===== src/rtl/rng_if.sv =====
// Request/result bus between the dice datapath (master) and the rng engine (slave).
interface rng_if;
  logic        start;
  logic [31:0] result;
  logic        done;

  modport master (output start, input result, input done);
  modport slave  (input start, output result, output done);
endinterface


===== src/rtl/rng.sv =====
// xorshift32 engine: a start request runs ROUNDS steps and publishes the state with a done pulse.
// Optional RNG_FREERUN_EN: the state also steps every IDLE cycle (timing-dependent entropy).
module rng #(
  parameter logic [31:0] SEED   = 32'h0000_0001,
  parameter int unsigned ROUNDS = 1
) (
  input  logic clk,
  input  logic reset,
  rng_if.slave bus
);

  localparam int unsigned W  = 32;
  localparam int unsigned CW = 8;
  localparam logic [W-1:0]  SEED_EFF   = (SEED == '0) ? W'(1) : SEED;
  localparam logic [CW-1:0] LAST_COUNT = CW'(ROUNDS - 1);

  typedef enum logic [1:0] {
    IDLE = 2'd0,
    RUN  = 2'd1,
    DONE = 2'd2
  } fsm_e;

  fsm_e          fsm_q,    fsm_d;
  logic [W-1:0]  state_q,  state_d;
  logic [W-1:0]  result_q, result_d;
  logic          done_q,   done_d;
  logic [CW-1:0] cnt_q,    cnt_d;
  logic [W-1:0]  stepped;
  logic [W-1:0]  stepped_safe;

  function automatic logic [W-1:0] xorshift32(input logic [W-1:0] x);
    logic [W-1:0] y;
    y = x ^ (x << 13);
    y = y ^ (y >> 17);
    y = y ^ (y << 5);
    return y;
  endfunction

  // Zero-lock guard: a zero state would stick forever, so substitute 1.
  always_comb begin
    stepped      = xorshift32(state_q);
    stepped_safe = (stepped == '0) ? W'(1) : stepped;
  end

  always_comb begin
    fsm_d    = fsm_q;
    state_d  = state_q;
    result_d = result_q;
    done_d   = 1'b0;
    cnt_d    = cnt_q;
    case (fsm_q)
      IDLE: begin
`ifdef RNG_FREERUN_EN
        state_d = stepped_safe;
`endif
        if (bus.start) begin
          fsm_d = RUN;
          cnt_d = '0;
        end
      end
      RUN: begin
        state_d = stepped_safe;
        cnt_d   = cnt_q + CW'(1);
        if (cnt_q == LAST_COUNT) begin
          fsm_d = DONE;
        end
      end
      DONE: begin
        result_d = state_q;
        done_d   = 1'b1;
        fsm_d    = IDLE;
      end
      default: begin
        fsm_d = IDLE;
      end
    endcase
  end

  always_ff @(posedge clk) begin
    if (reset) begin
      fsm_q    <= IDLE;
      state_q  <= SEED_EFF;
      result_q <= '0;
      done_q   <= 1'b0;
      cnt_q    <= '0;
    end else begin
      fsm_q    <= fsm_d;
      state_q  <= state_d;
      result_q <= result_d;
      done_q   <= done_d;
      cnt_q    <= cnt_d;
    end
  end

  assign bus.result = result_q;
  assign bus.done   = done_q;

endmodule


===== src/flat_wrapper.sv =====
// flat-port wrapper written by rule: the top's interface ports become plain ports
module rng_flat 
#(
  parameter logic [31:0] SEED   = 32'h0000_0001,
  parameter int unsigned ROUNDS = 1
)
  (clk, reset, bus_start, bus_result, bus_done);
  rng_if bus_i ();
  input  logic clk;
  input  logic reset;
  input wire logic [$bits(bus_i.start)-1:0] bus_start;
  output wire logic [$bits(bus_i.result)-1:0] bus_result;
  output wire logic [$bits(bus_i.done)-1:0] bus_done;
  assign bus_i.start = bus_start;
  assign bus_result = bus_i.result;
  assign bus_done = bus_i.done;
  rng #(.SEED(SEED), .ROUNDS(ROUNDS)) u_core (.clk(clk), .reset(reset), .bus(bus_i));
endmodule

===== config.mk =====
export PLATFORM = sky130hd
export DESIGN_NAME = rng_flat
export DESIGN_NICKNAME = d
export VERILOG_FILES = /design/src/rtl/rng_if.sv /design/src/rtl/rng.sv /design/src/flat_wrapper.sv
export SDC_FILE = /design/constraint.sdc
export NUM_CORES = 1
export LEC_CHECK = 0
export BUFFER_PORTS_ARGS = -buffer_cell sky130_fd_sc_hd__buf_2
export CELL_PAD_IN_SITES_DETAIL_PLACEMENT = 0
export CELL_PAD_IN_SITES_GLOBAL_PLACEMENT = 2
export CORE_MARGIN = 2
export CORE_UTILIZATION = 38
export DETAILED_ROUTE_END_ITERATION = 6
export PLACE_DENSITY_LB_ADDON = 0.1
export SKIP_CTS_REPAIR_TIMING = 1
export SLEW_MARGIN = 5
export SYNTH_ARGS = -nofsm -noshare
export SYNTH_HDL_FRONTEND = slang
export SYNTH_SLANG_ARGS = --single-unit

===== constraint.sdc =====
create_clock -name clk -period 4.1 [get_ports clk]
set_input_delay 0.82 -clock clk [delete_from_list [all_inputs] [get_ports clk]]
set_output_delay 0.82 -clock clk [all_outputs]
set_load 0.03 [all_outputs]

Word level (Yosys, flattened, before mapping)
Cells that the tools add are included.
W data, S select, Z words.

word-level totals
  logic and storage cells = 26
  input bits = 3
  output and inout bits = 33
  register bits after elaboration = 75

operators by class
  $add $sub $neg = 1
  equality and inequality tests = 4
  mux-type cells = 7
  reduce and logical (&&, ||, !) cells = 6
  bitwise gates (word level) = 3

operators by type and width
  kind                   count
  $xor A32 B32 Y32       2
  $logic_not A32 Y1      1
  $mux W32               1
  $xor A32 B15 Y32       1
  $pmux W8 S2            1
  $add A8 B1 Y8 const B  1
  $logic_not A8 Y1       1
  $mux W8                1
  $mux W2                2
  $pmux W2 S2            1
  $reduce_and A2 Y1      2
  $eq A2 B1 Y1 const B   1
  $eq A2 B2 Y1 const B   1
  $logic_not A2 Y1       1
  $ne A2 B1 Y1 const B   1
  $ne A2 B2 Y1 const B   1
  $reduce_bool A2 Y1     1
  $mux W1                1

Longest topological paths before layout
  depth after elaboration = 5
  depth in mapped cells = 8
  mapped depth without buffers = 6

Worst setup path after synthesis
OpenSTA, ideal clock, no wires.

  path kind = flip-flop to flip-flop
  start = register u_core.state_q[1]
  end = register u_core.state_q[0]
  buffers on the path = 1
  arrival time = 1.748 ns
  path slack = 2.278 ns
  setup time = 0.074 ns
  stages on the path, launching flop included = 8
  data required time = 4.026 ns
  period minus slack after synthesis = 1.822 ns
  cell sequence = dfxtp_1 clkbuf_1 xnor2_1 xnor2_1 or4_1 a22oi_1 nand4_1 a31oi_1

on the way
  cells in the longest elaborated chain, start to end = 5

RTL lines
  item                    line       source
  start, declared         rng.sv:24  logic [W-1:0] state_q, state_d;
  start signal, assigned  rng.sv:88  state_q <= state_d;
  $xor A32 B32 Y32        rng.sv:33  y = x ^ (x << 13);
  $xor A32 B15 Y32        rng.sv:34  y = y ^ (y >> 17);
  $xor A32 B32 Y32        rng.sv:35  y = y ^ (y << 5);
  $logic_not A32 Y1       rng.sv:42  stepped_safe = (stepped == '0) ? W'(1) : stepped;
  $mux W32                rng.sv:42

Every way passes these cells.
A chain may end at the register's enable or synchronous reset.

Worst setup path in the final report
  start = register u_core.state_q[18]
  end = register u_core.state_q[0]

The elaborated chain is that of the path after synthesis.

==> run metrics <==
RePlAce Congestion=around 0.84; GRT Total Usage=around 18%; Inst Count DP=around 600; fillers=between 1000 and 1500; number of diodes=0; Worst-Skew Late Latency=0.35 ns; largest net degree at the start of global routing=47; Seq cells post-synth=75; worst vdd ir=roughly 0.00019 V; CP peak stage delay=around 0.57 ns; ys flop type=dfxtp_1; Post-Syn Nets=roughly 460; status=finished, final reports clean; port bufs=35; CTS tree=yes; initial antenna violation count=0; critical path cell sequence=xor2_2, xnor2_1, or4_1, a22oi_1, nand4_1, a31oi_1; setup TNS=0 ns; Post-synth top cells=nand2_1 (89), dfxtp_1 (75), nor2_1 (45); Post-synth EDFFs=0; # DRC=0; YS warnings=0; Area contributors post-synth=dfxtp_1 (41%), xnor2_1 (9.7%), xor2_1 (9.2%), nand2_1 (9.0%), a21oi_1 (5.5%); Num CTS Buffers=9; maximum fanout along the worst path=6; Routed wire per std cell=between 10 and 15 um; Final setup viols=0; Power, Total=approximately 2.3 mW; grt met3 use=3.25%; Tcrit/Tclk final=a little over half; nets=469; post-DR vias/cell=4.77; Die W=roughly 100 um; M1 GR Usage=26.1%; reg-to-reg slack, setup=between 1.5 and 2 ns; CP required=about 4.4 ns; LEAKAGE=~1.6 nW; Post-Synthesis Cell Area=around 3700 um2; Initial Util=about 38%; slowest CP cell=or4_1; htree depth=3; Layout Cells excl Fill=602; DRT iter0 DRCs=130; area grow syn2layout=10.8%; ANT nets after route=0; Startpoint Class=flip-flop; first-pass GRT wire length=14.0 mm; Tmin final=approximately 2.2 ns; worst slew pin tran=0.864 ns; Clock Tree Root=clkbuf_8; num rows=36; IO Pins=36; Yosys top cell by area=dfxtp_1; MaxCap Viol Count=0; Yosys cell types=37; power per cell area=555 nW/um2; Cells after Synth=between 400 and 500; Pre-antenna DRT Iters=5; crit end category=flip-flop; die height=103 um; worst slew margin relative to its limit=42.4%; count of pins over their slew limit=0; die area=between 10000 and 15000 um2; Sink Count=75; fraction of registers with async set/reset=0%; layout cells sized above 1=14.1%; vias in the first global route=roughly 2600; WL final=roughly 8.8 mm; RSZ-0062 raised after global routing=false; Core Area=between 9000 and 10000 um2; Avg Inst Size Synth=about 8.2 um2; CP arrival=~2.5 ns; Max clock buf depth=2; Global Route met2 Usage=about a quarter; final global-route overflow total=0; Crit Path Category=reg -> reg; Min-Delay Path Class=reg -> reg; FMAX=458 MHz; register area share after synthesis=between 40% and 50%; count leader, synth=nand2_1; Post-DP HPWL=around 6.2 mm; Clock Pin Slew Worst Setup and Hold Paths=around 0.08 ns; grt peak-use layer=met1; vias=2870; Fin. Hold Viols=0; fin util=approximately 43%; Final Skew=0.0125 ns; Synth top area share=40.5%
[final timing paths]
path,from,cells after the start,end
worst max-delay path,u_core.state_q[18],6,u_core.state_q[0]
worst min-delay path,u_core.bus.result[13],2,u_core.bus.result[13]
worst max register to register,u_core.state_q[18],6,u_core.state_q[0]
worst min register to register,u_core.bus.result[13],2,u_core.bus.result[13]
[cell type report]
| cell class | instances | area, um2 | share of cell area [%] |
|---|---|---|---|
| timing repair buffer | 39 | 205 | 5.00 |
| multi-input combinational | 337 | 2040 | 49.6 |
| tap | 133 | 166 | 4.05 |
| clock inverter | 7 | 66.3 | 1.61 |
| sequential | 75 | 1500 | 36.6 |
| inverter | 2 | 7.51 | 0.183 |
| clock buffer | 9 | 124 | 3.02 |
[layout by cell type, fill, tap and decap left out, drive strengths merged, types with 4 or more instances in the layout]
| cell | netlist | routed |
|---|---|---|
| xor2 | 44 | 44 |
| nand3 | 11 | 11 |
| clkinv | 0 | 4 |
| clkbuf | 29 | 9 |
| dfxtp | 75 | 75 |
| buf | 10 | 39 |
| nand2 | 89 | 89 |
| or3 | 13 | 13 |
| a22oi | 5 | 5 |
| nor3 | 5 | 5 |
| a21oi | 41 | 41 |
| o21ai | 6 | 6 |
| a211oi | 4 | 4 |
| xnor2 | 42 | 42 |
| nor2 | 45 | 45 |
[sequential cells by signal, indices dropped and copies added (netlist names)]
name               count
u_core.bus.done        1
u_core.state_q        32
u_core.fsm_q           2
u_core.bus.result     32
u_core.cnt_q           8
[where the power goes]
group | internal [mW] | total, mW | switching [mW]
registers | 0.793 | 0.922 | 0.130
logic | 0.354 | 0.792 | 0.438
clock network | 0.279 | 0.563 | 0.284
[kinds of logic after synthesis]
logic type	share of synthesized area, %
adders and majority gates	0.675
and+or+nand+nor	21.4
AOI/OAI and AO/OA	9.45
DFF	40.5
muxes	1.45
xor gates and xnor gates	21.8
buffers and inverters	4.63
[metrics by stage]
| step | setup slack [ns] | hold slack [ns] | area (um2) |
|---|---|---|---|
| after global placement | 1.90 | 0.442 | 3920 |
| after global routing | 1.79 | 0.472 | 4110 |
| after floorplan | 2.28 | 0.457 | 3710 |
| final | 1.92 | 0.453 | 4110 |
| after detailed placement | 1.88 | 0.444 | 3920 |
| after CTS | 1.90 | 0.457 | 4110 |
[worst max-delay path: cells and delay by family (launching register included)]
family | cells | cell delay [ns]
compound gates | 2 | 0.40
xor+xnor | 2 | 0.48
flops | 1 | 0.53
simple gates | 2 | 0.70
[metal layers]
layer	share of wire, %	vias to the layer above
met5	0	-
met2	43	61
met4	1.1	0
li1	-	1491
met1	52	1310
met3	3.8	8
Note: power is estimated with default switching activity, not from simulation.
